[config.mk]
export PLATFORM = sky130hd
export DESIGN_NAME = alu_issue_ctrl
export DESIGN_NICKNAME = d
export VERILOG_FILES = /design/src/rtl/alu_issue_ctrl.sv
export SDC_FILE = /design/constraint.sdc
export NUM_CORES = 1
export LEC_CHECK = 0
export CAP_MARGIN = 20
export CORE_ASPECT_RATIO = 1.1
export CORE_MARGIN = 1
export CORE_UTILIZATION = 41
export DETAILED_ROUTE_END_ITERATION = 8
export GPL_TIMING_DRIVEN = 0
export PLACE_DENSITY = 0.91
export REMOVE_ABC_BUFFERS = 1
export SLEW_MARGIN = 20
export SYNTH_ARGS = -nofsm -noshare
export SYNTH_HDL_FRONTEND = slang
export SYNTH_SLANG_ARGS = --single-unit
[constraint.sdc]
create_clock -name clk -period 5.7 [get_ports clk]
set_input_delay 1.14 -clock clk [delete_from_list [all_inputs] [get_ports clk]]
set_output_delay 1.14 -clock clk [all_outputs]
set_load 0.02 [all_outputs]
[src/rtl/alu_issue_ctrl.sv]
// Issue stage in front of a combinational ALU: takes one op at a time, holds the operands
// steady for SETTLE cycles, captures the ALU result and presents it downstream.
module alu_issue_ctrl #(
    parameter int SETTLE = 2,
    parameter int CNT_W  = 16
) (
    input  logic             clk,
    input  logic             rst_n,
    input  logic             in_valid,
    output logic             in_ready,
    input  logic [3:0]       in_op,
    input  logic [7:0]       in_a,
    input  logic [7:0]       in_b,
    input  logic             in_cin,
    output logic [7:0]       alu_a,
    output logic [7:0]       alu_b,
    output logic             alu_cin,
    output logic [79:0]      alu_oper,
    input  logic [7:0]       alu_sum,
    input  logic             alu_cout,
    output logic             out_valid,
    input  logic             out_ready,
    output logic [7:0]       out_sum,
    output logic             out_cout,
    output logic             out_zero,
    output logic             out_err,
    output logic [CNT_W-1:0] op_count
);
    localparam int S_EFF = (SETTLE < 1) ? 1 : SETTLE;
    localparam int SC_W  = (S_EFF > 1) ? $clog2(S_EFF) : 1;
    localparam logic [SC_W-1:0] SC_INIT = SC_W'(S_EFF - 1);

    typedef enum logic [1:0] {IDLE, HOLD, DONE} state_t;

    state_t            r_state, w_next;
    logic [7:0]        r_a, r_b, r_sum;
    logic              r_cin, r_cout, r_err;
    logic [2:0]        r_op;
    logic [SC_W-1:0]   r_cnt;
    logic [CNT_W-1:0]  r_count;
    logic              w_accept, w_capture, w_ack, w_hold;

    always_comb begin
        w_next    = r_state;
        w_accept  = 1'b0;
        w_capture = 1'b0;
        w_ack     = 1'b0;
        unique case (r_state)
            IDLE: if (in_valid) begin
                w_accept = 1'b1;
                w_next   = in_op[3] ? DONE : HOLD;
            end
            HOLD: if (r_cnt == '0) begin
                w_capture = 1'b1;
                w_next    = DONE;
            end
            DONE: if (out_ready) begin
                w_ack  = 1'b1;
                w_next = IDLE;
            end
            default: w_next = IDLE;
        endcase
    end

    assign w_hold    = (r_state == HOLD);
    assign in_ready  = (r_state == IDLE);
    assign out_valid = (r_state == DONE);
    // ALU inputs are only driven while an op is settling; zero otherwise.
    assign alu_a     = w_hold ? r_a : 8'h00;
    assign alu_b     = w_hold ? r_b : 8'h00;
    assign alu_cin   = w_hold & r_cin;

    always_comb begin
        alu_oper = '0;
        if (w_hold) begin
            unique case (r_op)
                3'd0: alu_oper = 80'("and");
                3'd1: alu_oper = 80'("subtract");
                3'd2: alu_oper = 80'("subtract_a");
                3'd3: alu_oper = 80'("or_ab");
                3'd4: alu_oper = 80'("and_ab");
                3'd5: alu_oper = 80'("not_ab");
                3'd6: alu_oper = 80'("exor");
                default: alu_oper = 80'("exnor");
            endcase
        end
    end

    assign out_sum  = r_sum;
    assign out_cout = r_cout;
    assign out_err  = r_err;
    assign out_zero = (r_sum == 8'h00);
    assign op_count = r_count;

    always_ff @(posedge clk or negedge rst_n) begin
        if (!rst_n) begin
            r_state <= IDLE;
            r_a     <= '0;
            r_b     <= '0;
            r_cin   <= 1'b0;
            r_op    <= '0;
            r_cnt   <= '0;
            r_sum   <= '0;
            r_cout  <= 1'b0;
            r_err   <= 1'b0;
            r_count <= '0;
        end else begin
            r_state <= w_next;
            if (w_accept) begin
                r_a   <= in_a;
                r_b   <= in_b;
                r_cin <= in_cin;
                r_op  <= in_op[2:0];
                r_cnt <= SC_INIT;
                // Illegal ops skip the ALU entirely and report a zeroed result.
                if (in_op[3]) begin
                    r_sum  <= '0;
                    r_cout <= 1'b0;
                    r_err  <= 1'b1;
                end
            end
            if (w_hold && r_cnt != '0) r_cnt <= r_cnt - SC_W'(1);
            if (w_capture) begin
                r_sum  <= alu_sum;
                r_cout <= alu_cout;
                r_err  <= 1'b0;
            end
            if (w_ack) r_count <= r_count + CNT_W'(1);
        end
    end
endmodule

# Word level (Yosys, flattened, before mapping)

Index checks and enable logic that the tools add are counted.

Register bits after elaboration: 49
Bits of input ports: 34
Output and inout port bits: 126
Word-level logic and storage cells: 59

$add $sub $neg: 2
Equality and inequality tests: 11
Muxes and demuxes: 26
Bitwise gates (word level): 1
Reductions and logical operators: 9

Operator list:

| cell                  | number |
|---|---|
| $pmux 79 s7           | 1 |
| $mux 79               | 1 |
| $mux 8                | 5 |
| $add 16x1->16 const B | 1 |
| $mux 1                | 14 |
| $eq 3x3->1 const B    | 3 |
| $logic_not 8->1       | 1 |
| $mux 2                | 4 |
| $eq 3x2->1 const B    | 2 |
| $pmux 2 s3            | 1 |
| $reduce_bool 2->1     | 3 |
| $ne 2x2->1 const B    | 2 |
| $eq 3x1->1 const B    | 1 |
| $logic_not 3->1       | 1 |
| $reduce_and 3->1      | 1 |
| $eq 2x1->1 const B    | 1 |
| $eq 2x2->1 const B    | 1 |
| $logic_not 2->1       | 1 |
| $ne 2x1->1 const B    | 1 |
| $reduce_and 2->1      | 1 |
| $and 1x1->1           | 1 |
| $logic_and 1x1->1     | 1 |
| $sub 1x1->1 const B   | 1 |

# Depth between registers and ports, before layout

Word-level depth: 4
Mapped depth: 7
Gate-level depth less buffers: 4

# Worst setup path after synthesis

OpenSTA, ideal clock, no wires.

Path kind: reg-to-output
From: register r_op[0]
To: output port alu_oper[12]
Arrival time: 2.151 ns
Setup slack: 2.409 ns
Stages on the path, launching flop included: 6
Buffers on the path: 2
Cells stage by stage: dfrtp_1 -> buf_1 -> inv_1 -> nand2_1 -> nor3_1 -> buf_4

Longest elaborated chain between the ends: 3
Elaborated cells between the ends (all ways): 9
Classes of those cells: eq/ne: 6; mux: 2; reduce/logical: 1

Ends and longest elaborated chain:

| item                               | line | RTL |
|---|---|---|
| start, declared                    | 38   | `logic [2:0] r_op;` |
| start signal, assigned             | 113  | `r_op <= in_op[2:0];` |
| $eq 3x3->1 (tied with other cells) | 76   | `unique case (r_op)` |
| $pmux 79 s7 (*)                    | 76   |  |
| $mux 79 (*)                        | 75   | `if (w_hold) begin` |
| end, declared                      | 18   | `output logic [79:0] alu_oper,` |

Every way passes the cells marked *; elsewhere a longest branch is shown, timed or not.

# Worst setup path in the final report

From: register r_state[1]
To: output port alu_oper[36]

Longest elaborated chain between the ends: 2

Ends and longest elaborated chain:

| item                   | line | RTL |
|---|---|---|
| start, declared        | 35   | `state_t r_state, w_next;` |
| start signal, assigned | 108  | `r_state <= w_next;` |
| $eq 2x1->1             | 65   | `assign w_hold = (r_state == HOLD);` |
| $mux 79                | 75   |  |

No other way between the ends.

==> out/results.tsv <==
stage	metric	value	unit
route	antenna_left	0	
setup_path	worst_setup_path_start_kind	register	
sta	whs	0.4780	ns
sta	skew	0.005849	ns
layout	nNetsFinal	406	
setup_path	end_kind	output port	
floorplanning	io_pins	160	
worst_hold_path	worstHoldStart	op_count[15]	
sta	setup_ws	1.389	ns
floorplanning	design.die.area	7089	um^2
grt	grt_max_degree	33	
sta	timing.fmax	0.2320	GHz
place	place.gp.congestion	0.7510	
sta	worst_pin_slew	0.9888	ns
clocking	worstSkewPairLatency	0.30	ns
sta	period_minus_slack	4.311	ns
pwr	ir_drop	0.3792	mV
setup_path	crit_fanout	28	
layout	syn_to_final_growth	43.04	%
floorplanning	die_w	80.37	um
layout	layout_common_cells	139 x clkdlybuf4s50_1, 49 x dfrtp_1, 20 x nor2_1, 20 x and2_1	
clocking	cts.repair.resized	0	
sta	setup_viol	0	
route	drt_pre_antenna_iters	4	
sta	fin_crit_sh	0.7562	
clocking	clock_tree.root_cell	clkbuf_8	
pwr	p_leak	1.679	nW
setup_path	worstPathRequired	4.56	ns
route	vias_per_cell	4.826	
route	drtIter0Drc	74	
floorplanning	core	6555	um^2
clocking	hold_buffers	0	
floorplanning	row_count	31	
grt	grt_pass1_vias	2026	
layout	final.fill_count	544	
route	wl_per_cell	13.85	um
grt	antenna_found_initial	0	
grt	track_usage	0.1761	
place	portBuffers	140	
route	drc	0	
route	wl	6.289	mm
place	place_hpwl	4.867	mm
setup_path	cp.arrival	3.17	ns
sta	slew_headroom	0.3408	
logic_synthesis	synth_area	2770	um^2
logic_synthesis	syn_inst	273	
sta	report.final.slew_viol_count	0	
clocking	h-tree-depth	2	
status	status	complete, no violations	
route	vias	2191	
grt	gr-total-overflow	0	
flow_run	maxCapViolations	0	
layout	final_common_cell	clkdlybuf4s50_1	
logic_synthesis	syn-mean-instance-area	10.15	um^2
clocking	postCtsSetupRepairBufs	0	
sta	grt_setup_unrepaired	false	
clocking	cts.path.max_buffers	2	
logic_synthesis	synthDistinctLibCells	37	
place	post-place-cells	446	
clocking	cts_tree	yes	
setup_path	critPathKind	reg2out	
layout	diodes	0	
pwr	power_density	495.3	nW/um^2
sta	final_hold_viol_count	0	
layout	fin_cells	454	
floorplanning	die_h	88.21	um
clocking	cts_buffers	5	
clocking	cts.sinks	49	
setup_path	startpoint	r_state[1]	
setup_path	worstReg2RegStart	r_state[0]	
pwr	p_total	0.001963	W
place	pre_cts_ws	1.668	ns
clocking	clk_pin_slew	0.09	ns
logic_synthesis	synth_seq_area_share	0.4426	
logic_synthesis	ys_ff_latch	49	
worst_hold_path	hp-class	reg2reg	
floorplanning	initial_utilization	0.4226	
logic_synthesis	yosys_warnings	0	
layout	drive_gt1_frac	0.08065	
grt	grt_pass1_wl	9.591	mm
-- final cells by class --
cell class                      instances  area [um^2]  share of cell area
Timing Repair Buffer                  141         1416              0.3574
Sequential cell                        49         1226              0.3094
Multi-Input combinational cell        171         1122              0.2832
Tap cell                               82        102.6             0.02589
Clock buffer                            7        76.32             0.01926
Inverter                                3        11.26            0.002842
Clock inverter                          1        7.507            0.001895
-- routing by layer --
layer  track usage  part of all wire  vias up
li1              -                 -     1036
met1        0.1961              0.39     1032
met2        0.3228              0.51      116
met3       0.05155             0.089        7
met4       0.05357             0.012        0
met5             0                 0        -
-- worst max-delay path: stages (launching register included) --
cell and delay, ns:
dfrtp_1 0.45, nand2b_1 0.54, inv_1 0.70, nand2_1 0.23, nor2_1 0.28, clkdlybuf4s50_1 0.66
-- per-stage QoR --
stage | util | setup TNS [ns] | cell area [um^2]
2_1_floorplan | - | -19.96 | 2355
3_5_place_dp | 0.5917 | 0 | 3879
6_report | 0.6045 | 0 | 3963
4_1_cts | 0.6045 | 0 | 3963
3_3_place_gp | 0.5887 | 0 | 3859
5_1_grt | 0.6045 | 0 | 3963
-- registers in the layout, summed over array words and instances (netlist names) --
name	count
out_err	1
r_cnt	1
op_count	16
r_cin	1
r_a	8
r_state	2
out_sum	8
r_b	8
out_cout	1
r_op	3
-- worst paths after layout --
path / depth (start not counted) / to / slack [ns]
max: 5 / alu_oper[36] / 1.39
max in group asynchronous: 2 / r_a[4] / 4.41
max reg2reg: 3 / r_a[4] / 3.72
min reg2reg: 1 / op_count[15] / 0.48
min: 1 / op_count[15] / 0.48
min in group asynchronous: 1 / op_count[8] / 0.77
-- Yosys cell counts (all sizes together) --
| cell | n | share of area |
|---|---|---|
| a22o | 9 | 0.028 |
| nor2 | 21 | 0.029 |
| buf | 63 | 0.17 |
| ha | 1 | 0.0045 |
| and3b | 1 | 0.0032 |
| nand2b | 5 | 0.011 |
| a31oi | 2 | 0.0045 |
| and4 | 3 | 0.0095 |
| inv | 3 | 0.0041 |
| nand2 | 14 | 0.019 |
| xnor2 | 9 | 0.028 |
| dfrtp | 49 | 0.44 |
| and2 | 20 | 0.045 |
| xor2 | 7 | 0.022 |
| nand3 | 2 | 0.0036 |
| o21ai | 2 | 0.0036 |
| a22oi | 1 | 0.0027 |
| o21a | 2 | 0.0054 |
| clkbuf | 5 | 0.0068 |
| nand4 | 5 | 0.011 |
| a211oi | 1 | 0.0027 |
| or2 | 1 | 0.0023 |
| conb | 1 | 0.0014 |
| or4 | 2 | 0.0054 |
| a21o | 1 | 0.0027 |
| a21oi | 8 | 0.014 |
| nor3 | 4 | 0.0072 |
| nor2b | 1 | 0.0023 |
| mux2 | 21 | 0.085 |
| o22ai | 1 | 0.0023 |
| mux2i | 2 | 0.0072 |
| and3 | 6 | 0.014 |
-- power breakdown --
part	leakage [nW]	switching (W)	total, W	internal [W]
clock network	0.0385	0.000112	0.000199	0.0000871
registers	0.619	0.000130	0.000607	0.000476
logic	1.02	0.000586	0.00116	0.000571
-- cell families after synthesis --
logic type | Yosys count | synth area share
mux | 23 | 0.09259
fa+ha+maj | 1 | 0.004516
flops | 49 | 0.4426
simple gates | 85 | 0.1631
xor+xnor | 16 | 0.05059
other cells | 1 | 0.001354
buf+inv | 71 | 0.1784
compound gates | 27 | 0.06685
Note: power is estimated with default switching activity, not from simulation.
==> RTL edit (same settings) <==
Make the reset (`rst_n`) synchronous in one clocked block.
--- a/src/rtl/alu_issue_ctrl.sv
+++ b/src/rtl/alu_issue_ctrl.sv
@@ -92,7 +92,7 @@
     assign out_zero = (r_sum == 8'h00);
     assign op_count = r_count;
 
-    always_ff @(posedge clk or negedge rst_n) begin
+    always_ff @(posedge clk) begin
         if (!rst_n) begin
             r_state <= IDLE;
             r_a     <= '0;
Check against the original RTL: differs if rst_n is asserted again (counterexample within 4 cycles, from zero or initial values and one cycle with rst_n low); with rst_n held inactive, the same outputs for 10 cycles.
==> RTL edit against the original RTL <==
Synthesized area down 2.6%; final area is 1.8% lower; global-route usage rose by 0.099 points; sequential share of layout area is 5.7 points lower; routed wire length rose by 2.6%; worst setup slack improved by 0.26 ns; sequential cell count unchanged; critical path type unchanged.
Power is not compared: it rests on default switching activity, and its combinational part moved more than twofold at a synthesized area within 25%.
==> RTL edit: results (changes against the original RTL) <==
outcome: finished, final reports clean
gr usage total: 0.1771 (+0.0009859)
synth unique cells: 42 (+14%)
GP Congestion: 0.7326 (-2.5%)
pre-CTS setup slack: 1.728 ns (+0.06018 ns)
fin util: 0.6206 (+0.01605)
nets: 479 (+18%)
Endpoint, Worst Hold: r_a[6]
DR vias: 2593 (+18%)
worst hold path startpoint: r_a[6]
largest net degree at the start of global routing: 50 (+52%)
Clock buf/inv share: 0.02702 (+0.005863)
multi-input logic area: 1295 sq um (+15%)
Fin Hold WS: 0.4529 ns (-0.02509 ns)
Placed Cells: 517 (+16%)
critical path's largest stage delay: 0.62 ns (-0.08 ns)
layout cell share with drive strength beyond 1: 0.04045 (-0.04020)
Worst Reg-to-Reg Cells: 4 (+1)
CP arrival: 2.91 ns (-0.26 ns)
comb_multi_in: 246 (+44%)
first-pass GRT wire length: 9.915 mm (+3.4%)
vias in the first global route: 2226 (+9.9%)
peak supply drop: 0.1055 mV
Hold Path Cell Cnt: 2 (+1)
buffer share of cell area: 0.3602 (+0.002807)
Post-synth top flop: dfxtp_1
Syn Area/Cell: 7.645 sq um (-25%)
crit-path max FO: 26 (-7.1%)
register area share after synthesis: 0.3635 (-0.07917)
Placed Area: 3780 sq um (-2.5%)
Post-synth top cells: 54 x buf_4, 54 x nand2_1, 49 x dfxtp_1
seq_cells: 49 (unchanged)
bufs w/o clock: 140 (-0.71%)
nonclk inv count: 2 (-1)
initial drt markers: 99 (+34%)
sequential cell area share: 0.2522 (-0.05727)
Setup Skew: 0.007332 ns (+0.001482 ns)
LEAKAGE: 1.421 nW
sequential cell area: 980.9 sq um (-20%)
synth top area cells: dfxtp_1 36%, buf_4 15%, nand2_1 7.5%
worst flop-to-flop path endpoint: op_count[15]
FF-to-FF setup slack: 3.95 ns (+0.23 ns)
asr flop ratio synth: 0 (-1.000)
Worst R2R Start: r_state[1]
Slew Limit Headroom: 0.4724 (+0.1316)
vias per cell: 4.939 (+2.3%)
# fillers: 533 (-2.0%)
==> RTL edit: worst reg2reg max path, delay by kind of cell (launching register included) <==
kind / cells / cell delay (ns)
AOI/OAI and AO/OA: 1 / 0.15
DFF: 1 / 0.44
and+or+nand+nor: 3 / 1.10
==> RTL edit: power breakdown <==
group | switching [W] | total, W | internal [W]
logic | 0.0000831 | 0.000151 | 0.0000676
registers | 0.0000147 | 0.000371 | 0.000356
clock network | 0.000116 | 0.000228 | 0.000112
total | 0.000214 | 0.000750 | 0.000536
==> RTL edit: how the worst max path moves through the flow <==
stage	from	to	slack (ns)	cells after the start
2_1_floorplan	r_op[1]	alu_oper[0]	-1.92	2
3_3_place_gp	r_op[1]	alu_oper[12]	1.91	3
3_5_place_dp	r_op[1]	alu_oper[68]	1.73	3
4_1_cts	r_op[1]	alu_oper[68]	1.39	3
5_1_grt	r_state[0]	alu_oper[20]	1.37	5
6_report	r_state[0]	alu_oper[20]	1.65	5
==> RTL edit: metal layers <==
layer | GRT usage | up-vias | part of all wire
li1 | - | 1276 | -
met1 | 0.2023 | 1210 | 0.42
met2 | 0.3315 | 101 | 0.51
met3 | 0.03874 | 6 | 0.064
met4 | 0.04298 | 0 | 0.0074
met5 | 0 | - | 0
==> RTL edit: cell families (layout without fill, tap and decap cells) <==
kind of cell | after synthesis | after routing | share of synthesized area
flops | 49 | 49 | 0.3635
mux | 1 | 1 | 0.003709
fa+ha+maj | 1 | 1 | 0.004635
other cells | 1 | 19 | 0.001389
xor+xnor | 8 | 8 | 0.02596
compound gates | 60 | 60 | 0.1270
simple gates | 157 | 157 | 0.2902
buf+inv | 76 | 150 | 0.1836
